## config.mk

```make
export PLATFORM = sky130hd
export DESIGN_NAME = load_store_unit
export DESIGN_NICKNAME = d
export VERILOG_FILES = /design/src/rtl/load_store_unit.sv
export SDC_FILE = /design/constraint.sdc
export NUM_CORES = 1
export LEC_CHECK = 0
export ABC_AREA = 1
export ABC_CLOCK_PERIOD_IN_PS = 2000
export CORE_MARGIN = 5
export CORE_UTILIZATION = 45
export DETAILED_ROUTE_END_ITERATION = 7
export PLACE_DENSITY = 0.87
export SLEW_MARGIN = 20
export SYNTH_ARGS = -nofsm -noshare
export SYNTH_HDL_FRONTEND = slang
export SYNTH_SLANG_ARGS = --single-unit
```

## constraint.sdc

```tcl
create_clock -name clk -period 2 [get_ports clk]
set_input_delay 0.3 -clock clk [delete_from_list [all_inputs] [get_ports clk]]
set_output_delay 0.3 -clock clk [all_outputs]
set_load 0.02 [all_outputs]
```

## src/rtl/load_store_unit.sv

```systemverilog
// load_store_unit: MEM-stage sequencer in front of a word-addressed memory with registered reads.
// Adds byte/half loads with extension and byte/half stores by read-modify-write.
module load_store_unit #(
   parameter int WORD_SIZE = 32
) (
   input  logic                 clk,
   input  logic                 rst_n,
   input  logic                 req_valid,
   output logic                 req_ready,
   input  logic [5:0]           req_opcode,
   input  logic [WORD_SIZE-1:0] req_addr,
   input  logic [WORD_SIZE-1:0] req_wdata,
   output logic                 resp_valid,
   output logic [WORD_SIZE-1:0] resp_rdata,
   output logic                 resp_err,
   output logic                 MemRead,
   output logic                 MemWrite,
   output logic [5:0]           mem_opcode,
   output logic [WORD_SIZE-1:0] mem_addr,
   output logic [WORD_SIZE-1:0] mem_wdata,
   input  logic [WORD_SIZE-1:0] mem_rdata
);
   localparam logic [5:0] OP_LB = 6'h20, OP_LH = 6'h21, OP_LW = 6'h23, OP_LBU = 6'h24,
                          OP_LHU = 6'h25, OP_SB = 6'h28, OP_SH = 6'h29, OP_SW = 6'h2B;

   typedef enum logic [2:0] {IDLE, LD_REQ, LD_CAP, ST_W, RMW_REQ, RMW_CAP, RMW_WR, RESP} state_t;

   state_t               state_q, state_d;
   logic                 mem_read_q, mem_read_d, mem_write_q, mem_write_d;
   logic                 resp_valid_q, resp_valid_d, resp_err_q, resp_err_d;
   logic [5:0]           mem_opcode_q, mem_opcode_d;
   logic [1:0]           lane_q, lane_d;
   logic [WORD_SIZE-1:0] mem_addr_q, mem_addr_d, mem_wdata_q, mem_wdata_d;
   logic [WORD_SIZE-1:0] resp_rdata_q, resp_rdata_d;
   logic                 is_ld, is_st, is_half, is_word, req_err, accept;
   logic [4:0]           lane_sh;
   logic [WORD_SIZE-1:0] rd_sh, mask, ext;

   assign is_ld   = req_opcode inside {OP_LB, OP_LH, OP_LW, OP_LBU, OP_LHU};
   assign is_st   = req_opcode inside {OP_SB, OP_SH, OP_SW};
   assign is_half = req_opcode inside {OP_LH, OP_LHU, OP_SH};
   assign is_word = req_opcode inside {OP_LW, OP_SW};
   assign req_err = !(is_ld || is_st) || (is_half && req_addr[0]) || (is_word && |req_addr[1:0]);
   assign accept  = (state_q == IDLE) && req_valid;

   always_ff @(posedge clk or negedge rst_n) begin
      if (!rst_n) begin
         state_q      <= IDLE;
         mem_read_q   <= 1'b0;
         mem_write_q  <= 1'b0;
         resp_valid_q <= 1'b0;
         resp_err_q   <= 1'b0;
         mem_opcode_q <= '0;
         lane_q       <= '0;
         mem_addr_q   <= '0;
         mem_wdata_q  <= '0;
         resp_rdata_q <= '0;
      end else begin
         state_q      <= state_d;
         mem_read_q   <= mem_read_d;
         mem_write_q  <= mem_write_d;
         resp_valid_q <= resp_valid_d;
         resp_err_q   <= resp_err_d;
         mem_opcode_q <= mem_opcode_d;
         lane_q       <= lane_d;
         mem_addr_q   <= mem_addr_d;
         mem_wdata_q  <= mem_wdata_d;
         resp_rdata_q <= resp_rdata_d;
      end
   end

   always_comb begin
      state_d = state_q;
      case (state_q)
         IDLE:    if (req_valid) state_d = req_err ? RESP : is_ld ? LD_REQ :
                                           (req_opcode == OP_SW) ? ST_W : RMW_REQ;
         LD_REQ:  state_d = LD_CAP;
         LD_CAP:  state_d = RESP;
         ST_W:    state_d = RESP;
         RMW_REQ: state_d = RMW_CAP;
         RMW_CAP: state_d = RMW_WR;
         RMW_WR:  state_d = RESP;
         default: state_d = IDLE;
      endcase
   end

   // Outputs are registered from the next state so they line up with the state they belong to.
   always_comb begin
      lane_sh      = {lane_q, 3'b000};
      rd_sh        = mem_rdata >> lane_sh;
      mask         = ((mem_opcode_q == OP_SB) ? WORD_SIZE'(8'hFF) : WORD_SIZE'(16'hFFFF)) << lane_sh;
      ext          = (mem_opcode_q == OP_LB)  ? {{(WORD_SIZE-8){rd_sh[7]}}, rd_sh[7:0]} :
                     (mem_opcode_q == OP_LBU) ? {{(WORD_SIZE-8){1'b0}}, rd_sh[7:0]} :
                     (mem_opcode_q == OP_LH)  ? {{(WORD_SIZE-16){rd_sh[15]}}, rd_sh[15:0]} :
                     (mem_opcode_q == OP_LHU) ? {{(WORD_SIZE-16){1'b0}}, rd_sh[15:0]} : mem_rdata;
      mem_read_d   = state_d inside {LD_REQ, LD_CAP, RMW_REQ, RMW_CAP};
      mem_write_d  = state_d inside {ST_W, RMW_WR};
      resp_valid_d = state_d == RESP;
      resp_err_d   = accept && req_err;
      resp_rdata_d = (state_q == LD_CAP) ? ext : '0;
      mem_opcode_d = accept ? req_opcode : mem_opcode_q;
      lane_d       = accept ? req_addr[1:0] : lane_q;
      mem_addr_d   = accept ? {2'b00, req_addr[WORD_SIZE-1:2]} : mem_addr_q;
      // Store data rides in mem_wdata until the old word arrives and the lane is merged in.
      mem_wdata_d  = accept ? req_wdata :
                     (state_q == RMW_CAP) ? ((mem_rdata & ~mask) | ((mem_wdata_q << lane_sh) & mask)) :
                     mem_wdata_q;
   end

   assign req_ready  = state_q == IDLE;
   assign resp_valid = resp_valid_q;
   assign resp_rdata = resp_rdata_q;
   assign resp_err   = resp_err_q;
   assign MemRead    = mem_read_q;
   assign MemWrite   = mem_write_q;
   assign mem_opcode = mem_opcode_q;
   assign mem_addr   = mem_addr_q;
   assign mem_wdata  = mem_wdata_q;
endmodule

```

==> results of run 1 <==
## cells in the final DEF (no fill, tap or decap), drive strengths merged, types with 2 or more instances in the layout
cell type / synthesis / layout
o221ai: 3 / 3
o21ai: 110 / 110
conb: 1 / 2
nor4: 2 / 2
o211ai: 16 / 16
nor2: 67 / 67
a21oi: 66 / 66
inv: 63 / 66
buf: 28 / 24
nand4: 2 / 2
clkdlybuf4s50: 0 / 207
nand2: 219 / 219
o22ai: 4 / 4
nand3: 18 / 18
dfrtp: 109 / 109
nor3: 3 / 3
clkinv: 1 / 3
a211oi: 2 / 2
clkbuf: 11 / 9
## logic make-up after synthesis
logic type	after synthesis	synth area share
DFF	109	0.484
AOI/OAI and AO/OA	203	0.198
and+or+nand+nor	313	0.235
buffers and inverters	103	0.0822
other	1	0.000666
## power by group through the flow
stage               registers, mW  clock network, mW  logic (mW)
CTS                          3.65               1.87        7.10
detailed placement           3.67                  0        7.06
floorplan                    4.62                  0        3.16
global route                 3.78               1.97        7.76
global placement             3.66                  0        6.94
finish                       3.66               1.83        7.11
## metal layers
layer  share of wire  vias to the layer above  GRT usage
met5               0                        -          0
met4           0.014                        0     0.0609
met1            0.40                     2654      0.312
li1                -                     2791          -
met3            0.11                       24     0.0868
met2            0.48                      272      0.395
## synth_stat cells (all sizes together)
master | count | area, um2
o22ai | 4 | 25.0
o221ai | 3 | 26.3
clkinv | 1 | 3.75
nand3b | 1 | 7.51
inv | 63 | 239
a221oi | 1 | 15.0
nand4 | 2 | 12.5
buf | 28 | 179
o211ai | 16 | 120
a21oi | 66 | 345
clkbuf | 11 | 41.3
nand2 | 219 | 857
o21ai | 110 | 562
o21bai | 1 | 7.51
nand3 | 18 | 90.1
nor4 | 2 | 42.5
dfrtp | 109 | 2730
nor2 | 67 | 284
conb | 1 | 3.75
a211oi | 2 | 15.0
or2 | 1 | 8.76
nor3 | 3 | 20.0
## final timing paths
| kind | endpoint | slack [ns] | cells after the start |
|---|---|---|---|
| setup reg to reg | flop | 0.19 | 7 |
| min in group clk | mem_addr[12]$_DFFE_PN0P_ | 0.47 | 2 |
| max in group asynchronous | mem_opcode[5]$_DFFE_PN0P_ | 1.00 | 3 |
| setup / recovery | mem_opcode[3] | 0.11 | 1 |
| hold reg to reg | mem_addr[12]$_DFFE_PN0P_ | 0.47 | 2 |
| hold / removal | async pin | 0.40 | 2 |
## final cells by class
class | count | area [um2] | area share
Clock inverter | 7 | 80.1 | 0.00965
Sequential cell | 109 | 2730 | 0.329
Tap cell | 168 | 210 | 0.0253
Timing Repair Buffer | 233 | 2350 | 0.283
Clock buffer | 9 | 225 | 0.0272
Multi-Input combinational cell | 518 | 2460 | 0.297
Inverter | 64 | 243 | 0.0293
## what timing repair did
item / in CTS / in global routing
gates cloned: 0 / 0
hold endpoints to repair: 23 / 0
hold buffers: 1 / 0
endpoints found under the setup margin: 8 / 8
resized for setup: 2 / 2
==> flow_summary.toml, run 1 <==
[status]
status = "finished clean"

[power]
swShare = 0.446
pwr-share-seq = 0.290
p_leak_nw = 3.86
p_total_mw = 12.6
p_clk_frac = 0.145
power_switching_mw = 5.63
peakVddDrop_v = 0.000773
pwr_density_cell_mw_per_mm2 = 1520
pwr-share-comb = 0.564
internal_power_mw = 6.97

[floorplanning]
boundaryPins = 212
die_area_mm2 = 0.0149
core_mm2 = 0.0122
start_util = 0.463
die_y_um = 122
die_width_um = 122
fp-row-count = 40

[clock_tree]
cts_tree = "done"
clk_pin_slew_ns = 0.07
htreeDepth = 3
cts_buffers = 9
cts.sinks = 109
root_buffer = "clkbuf_16"
worst_skew_pair.late_latency_ns = 0.36
postCtsSetupBuffers = 0
clk_path_buf_depth = 2

[setup_path]
r2r_start = "lane_q[1]$_DFFE_PN0P_"
timing.critical_path.to_type = "primary output"
cp.arrival_ns = 1.59
crit_fanout = 6
critPathLaunch = "mem_opcode[3]$_DFFE_PN0P_"
required_ns = 1.70
crit_path_top_delay_cell = "clkdlybuf4s50_1"
path_class = "reg -> out"
cp_slowest_stage_delay_ns = 0.70
critical_path.top_delay_family = "buffers and inverters"
worst_setup_path_start_kind = "flop"
path_buf_inv = 1
worstPathCellList = "clkdlybuf4s50_1"

[final_layout]
area.growth.synth_to_final_pct = 47.2
stdcell_area_mm2 = 0.00829
finalNonFillerCells = 1108
diodes = 0
final_util = 0.682
filler_cell_count = 1003
nets = 1040
drive_above_1_share = 0.0766

[flow_run]
max_cap_violations = 0

[timing]
slew_viol_final = 0
final_hold_viol_count = 0
post-route-period-util = 0.943
slew-limit-headroom = 0.587
skew_ns = 0.0130
setup_viol = 0
period_minus_slack_ns = 1.89
fin_tns_setup_ns = 0
whs_ns = 0.400
rsz0062_at_grt = "no"
tightest_slew_ns = 0.617
fin_ws_ns = 0.114
fmax_mhz = 530

[yosys]
synthCells = 729
yosysWarnings = 0
synth.distinct_cells = 36
ys_ff_latch = 109
avgSynthCellArea_um2 = 7.73
yosysSeqAreaShare = 0.484
syn_area_mm2 = 0.00563

[route]
route.vias.total = 5741
wirelength_um = 18100
drtIter0Drc = 593
drc_errors = 0
via_per_inst = 5.18
routedWlPerCell_um = 16.3
ant_nets = 0
drt_first_pass_iters = 5

[place]
dp_cells = 1091
post_dp_cell_area_mm2 = 0.00797
place_congestion = 0.936
portBuffers = 209
pre_cts_ws_ns = -0.151
dp_hpwl_um = 13600

[grt]
grt_max_degree = 56
first_global_vias = 5513
antenna_found_initial = 0
grt.overflow.total = 0
track_usage = 0.244
grt_pass1_wl_um = 28200

[hold_path]
holdCritPathClass = "in -> async"
Note: power is estimated with default switching activity, not from simulation.
==> run 2, diff against run 1 <==
--- a/config.mk
+++ b/config.mk
@@ -7,7 +7,6 @@
 export LEC_CHECK = 0
 export ABC_AREA = 1
 export ABC_CLOCK_PERIOD_IN_PS = 2000
-export CORE_MARGIN = 5
 export CORE_UTILIZATION = 45
 export DETAILED_ROUTE_END_ITERATION = 7
 export PLACE_DENSITY = 0.87
==> flow_summary.toml, run 2 (synthesis gave the netlist of run 1 again) <==
[status]
status = "finished clean"

[clock_tree]
root_buffer = "clkbuf_16"
cts_buffers = 9
htreeDepth = 3
clk_pin_slew_ns = 0.08
worst_skew_pair.late_latency_ns = 0.35
cts_tree = "done"
cts.sinks = 109
clk_path_buf_depth = 2

[setup_path]
path_class = "reg -> out"
cp.arrival_ns = 1.59
cp_slowest_stage_delay_ns = 0.71
crit_path_top_delay_cell = "clkdlybuf4s50_1"
path_buf_inv = 1
timing.critical_path.to_type = "primary output"
crit_fanout = 6
worstPathCellList = "clkdlybuf4s50_1"
required_ns = 1.70
critical_path.top_delay_family = "buffers and inverters"
worst_setup_path_start_kind = "flop"

[route]
via_per_inst = 5.30
drt_first_pass_iters = 7
routedWlPerCell_um = 15.9
drtIter0Drc = 441
ant_nets = 0
drc_errors = 0
route.vias.total = 5872
wirelength_um = 17600

[grt]
track_usage = 0.281
grt_max_degree = 44
grt.overflow.total = 0
first_global_vias = 5583
antenna_found_initial = 0
grt_pass1_wl_um = 28200

[power]
p_leak_nw = 3.85
internal_power_mw = 6.96
pwr_density_cell_mw_per_mm2 = 1520
power_switching_mw = 5.65
pwr-share-seq = 0.289
peakVddDrop_v = 0.000900
p_clk_frac = 0.150
swShare = 0.448
p_total_mw = 12.6
pwr-share-comb = 0.561

[timing]
period_minus_slack_ns = 1.89
rsz0062_at_grt = "no"
whs_ns = 0.474
post-route-period-util = 0.943
final_hold_viol_count = 0
setup_viol = 0
tightest_slew_ns = 0.701
skew_ns = 0.00936
fmax_mhz = 530
slew-limit-headroom = 0.532
slew_viol_final = 0

[floorplanning]
boundaryPins = 212
start_util = 0.465
core_mm2 = 0.0121
die_area_mm2 = 0.0130
fp-row-count = 40
die_y_um = 114
die_width_um = 114

[flow_run]
max_cap_violations = 0

[place]
dp_hpwl_um = 13100
post_dp_cell_area_mm2 = 0.00795
place_congestion = 0.904
portBuffers = 209
dp_cells = 1090

[final_layout]
diodes = 0
finalNonFillerCells = 1107
stdcell_area_mm2 = 0.00828
layout_common_cells = "nand2_1, clkdlybuf4s50_1, dfrtp_1"
final_util = 0.684
area.growth.synth_to_final_pct = 47.0
layout_commonest_cell = "nand2_1"
nets = 1039
drive_above_1_share = 0.0735

[hold_path]
holdCritPathClass = "reg -> reg"
==> run 2: changes by cell type in the layout (fill, tap and decap cells not counted), sizes merged <==
cell / change
buf: -1
clkinv: -2
inv: +2
==> run 2: worst paths after layout <==
kind / slack [ns] / to / depth (start not counted) / from
max in group asynchronous: 0.91 / resp_rdata[7]$_DFF_PN0_ / 3 / rst_n
worst min-delay path: 0.47 / mem_addr[17]$_DFFE_PN0P_ / 2 / mem_addr[17]$_DFFE_PN0P_
min in group asynchronous: 0.50 / async pin / 2 / rst_n
worst max register to register: 0.20 / resp_rdata[8]$_DFF_PN0_ / 6 / mem_opcode[0]$_DFFE_PN0P_
worst min register to register: 0.47 / mem_addr[17]$_DFFE_PN0P_ / 2 / mem_addr[17]$_DFFE_PN0P_
worst max-delay path: 0.11 / mem_opcode[3] / 1 / mem_opcode[3]$_DFFE_PN0P_
==> run 2: power by group through the flow <==
stage | clock, mW | combinational [mW] | sequential [mW]
floorplan | 0 | 3.16 | 4.62
global placement | 0 | 6.87 | 3.65
detailed placement | 0 | 7.01 | 3.67
CTS | 1.92 | 7.05 | 3.65
global route | 2.03 | 7.73 | 3.74
finish | 1.90 | 7.07 | 3.64
==> run 2: final cells by class <==
cell class / count / area, um2
flip-flops and latches: 109 / 2730
inverters: 64 / 243
clock inverters: 7 / 88.8
fillers: 1006 / 3830
multi-input cells: 518 / 2460
well taps: 168 / 210
repair buffers: 232 / 2330
clock buffers: 9 / 225
==> run 2: metal layers <==
layer | up-vias | track usage | part of all wire
li1 | 2789 | - | -
met1 | 2740 | 0.362 | 0.41
met2 | 303 | 0.467 | 0.48
met3 | 40 | 0.0542 | 0.087
met4 | 0 | 0.113 | 0.027
met5 | - | 0 | 0
==> run 2: stage by stage <==
stage	TNS, ns	setup WS [ns]
2_1_floorplan	0	0.300
3_3_place_gp	-1.06	-0.0540
3_5_place_dp	-2.21	-0.127
4_1_cts	0	0.110
5_1_grt	0	0.0727
6_report	0	0.113
==> run 2: repair_timing <==
action | 4_1_cts | 5_1_grt
endpoints found under the setup margin | 3 | 0
hold buffers | 1 | 0
setup buffers | 0 | 0
endpoints found under the hold margin | 41 | 0
gates resized for setup | 2 | 0
==> run 2: worst reg2reg max path: stages, from the launching register on <==
cell	delay (ns)
dfrtp_1	0.38
nor2_1	0.18
inv_2	0.09
nor4_4	0.24
inv_2	0.10
o21ai_4	0.53
a21oi_1	0.13
==> run 3, diff against run 2 <==
--- a/config.mk
+++ b/config.mk
@@ -7,9 +7,10 @@
 export LEC_CHECK = 0
 export ABC_AREA = 1
 export ABC_CLOCK_PERIOD_IN_PS = 2000
-export CORE_UTILIZATION = 45
+export CORE_UTILIZATION = 46
+export CTS_BUF_LIST = sky130_fd_sc_hd__clkbuf_8
 export DETAILED_ROUTE_END_ITERATION = 7
-export PLACE_DENSITY = 0.87
+export PLACE_DENSITY = 0.89
 export SLEW_MARGIN = 20
 export SYNTH_ARGS = -nofsm -noshare
 export SYNTH_HDL_FRONTEND = slang
==> flow_summary.toml, run 3 (synthesis gave the netlist of run 1 again) <==
[status]
status = "finished clean"

[clock_tree]
clk_pin_slew_ns = 0.10
cts.sinks = 109
clk_path_buf_depth = 2
worst_skew_pair.late_latency_ns = 0.38
root_buffer = "clkbuf_8"
postCtsSetupBuffers = 0
cts_tree = "done"
htreeDepth = 3
cts_buffers = 9

[grt]
antenna_found_initial = 0
track_usage = 0.279
grt_max_degree = 60
first_global_vias = 5458
grt_pass1_wl_um = 27600
grt.overflow.total = 0

[floorplanning]
die_area_mm2 = 0.0127
fp-row-count = 40
die_y_um = 113
boundaryPins = 212
die_width_um = 113
start_util = 0.471
core_mm2 = 0.0120

[setup_path]
cp.arrival_ns = 1.61
path_class = "reg -> out"
worstPathCellList = "clkdlybuf4s50_1"
crit_fanout = 6
cp_slowest_stage_delay_ns = 0.70
timing.critical_path.to_type = "primary output"
worst_setup_path_start_kind = "flop"
crit_path_top_delay_cell = "clkdlybuf4s50_1"
path_buf_inv = 1
critical_path.top_delay_family = "buffers and inverters"
required_ns = 1.70

[place]
place_congestion = 0.922
portBuffers = 209
dp_hpwl_um = 12900

[timing]
fin_tns_setup_ns = 0
slew-limit-headroom = 0.476
whs_ns = 0.316
tightest_slew_ns = 0.786
setup_viol = 0
skew_ns = 0.0159
period_minus_slack_ns = 1.91
final_hold_viol_count = 0
slew_viol_final = 0
fmax_mhz = 525
post-route-period-util = 0.953
rsz0062_at_grt = "no"

[final_layout]
nets = 1035
area.growth.synth_to_final_pct = 44.2
final_util = 0.679
drive_above_1_share = 0.0695
diodes = 0
layout_commonest_cell = "nand2_1"
layout_common_cells = "nand2_1, clkdlybuf4s50_1, dfrtp_1"

[route]
wirelength_um = 17300
drc_errors = 0
drt_first_pass_iters = 8
drtIter0Drc = 501
routedWlPerCell_um = 16.0
ant_nets = 0
via_per_inst = 5.38
route.vias.total = 5818

[power]
peakVddDrop_v = 0.000836
p_leak_nw = 3.79
pwr_density_cell_mw_per_mm2 = 1500

[flow_run]
max_cap_violations = 0

[hold_path]
holdCritPathClass = "in -> async"
## run 3: report_power, final
part,internal (mW),total (mW),switching (mW)
clock,0.749,1.53,0.782
sequential,3.08,3.66,0.579
combinational,2.83,7.01,4.17
total,6.66,12.2,5.54
## run 3: worst paths after layout
kind | from | to | slack [ns] | cells past startpoint
max | mem_opcode[3]$_DFFE_PN0P_ | mem_opcode[3] | 0.09 | 1
min | rst_n | async pin | 0.32 | 2
max reg2reg | mem_opcode[4]$_DFFE_PN0P_ | resp_rdata[6]$_DFF_PN0_ | 0.20 | 7
min reg2reg | mem_addr[0]$_DFFE_PN0P_ | mem_addr[0]$_DFFE_PN0P_ | 0.48 | 2
max in group asynchronous | rst_n | mem_addr[20]$_DFFE_PN0P_ | 0.97 | 3
min in group clk | req_addr[15] | mem_addr[13]$_DFFE_PN0P_ | 0.43 | 3
## run 3: final cells by class
| type | count | area [um2] |
|---|---|---|
| clock inverters | 6 | 93.8 |
| inverters | 64 | 243 |
| multi-input cells | 518 | 2450 |
| fillers | 982 | 3840 |
| well taps | 147 | 184 |
| repair buffers | 228 | 2280 |
| clock buffers | 10 | 138 |
| flip-flops and latches | 109 | 2730 |
## run 3: repair_timing
action | 4_1_cts | 5_1_grt
resized for setup | 1 | 0
hold buffers | 1 | 0
endpoints found under the setup margin | 1 | 0
endpoints found under the hold margin | 15 | 0
## run 3: routing by layer
metal  routed length, um  share of wire  track usage  up-vias
li1                    -              -            -     2772
met1                7020           0.41        0.366     2685
met2                8050           0.47        0.444      322
met3                1730           0.10       0.0664       39
met4                 500          0.029        0.118        0
met5                   0              0            0        -
## run 3: stage by stage
stage	cells	area, um2	worst slack [ns]	total power, mW
2_1_floorplan	730	5640	0.300	7.78
3_3_place_gp	1065	7880	0.113	10.5
3_5_place_dp	1065	7880	0.000158	10.6
4_1_cts	1082	8120	0.0745	12.2
5_1_grt	1082	8120	0.0305	13.1
6_report	1082	8120	0.0947	12.2
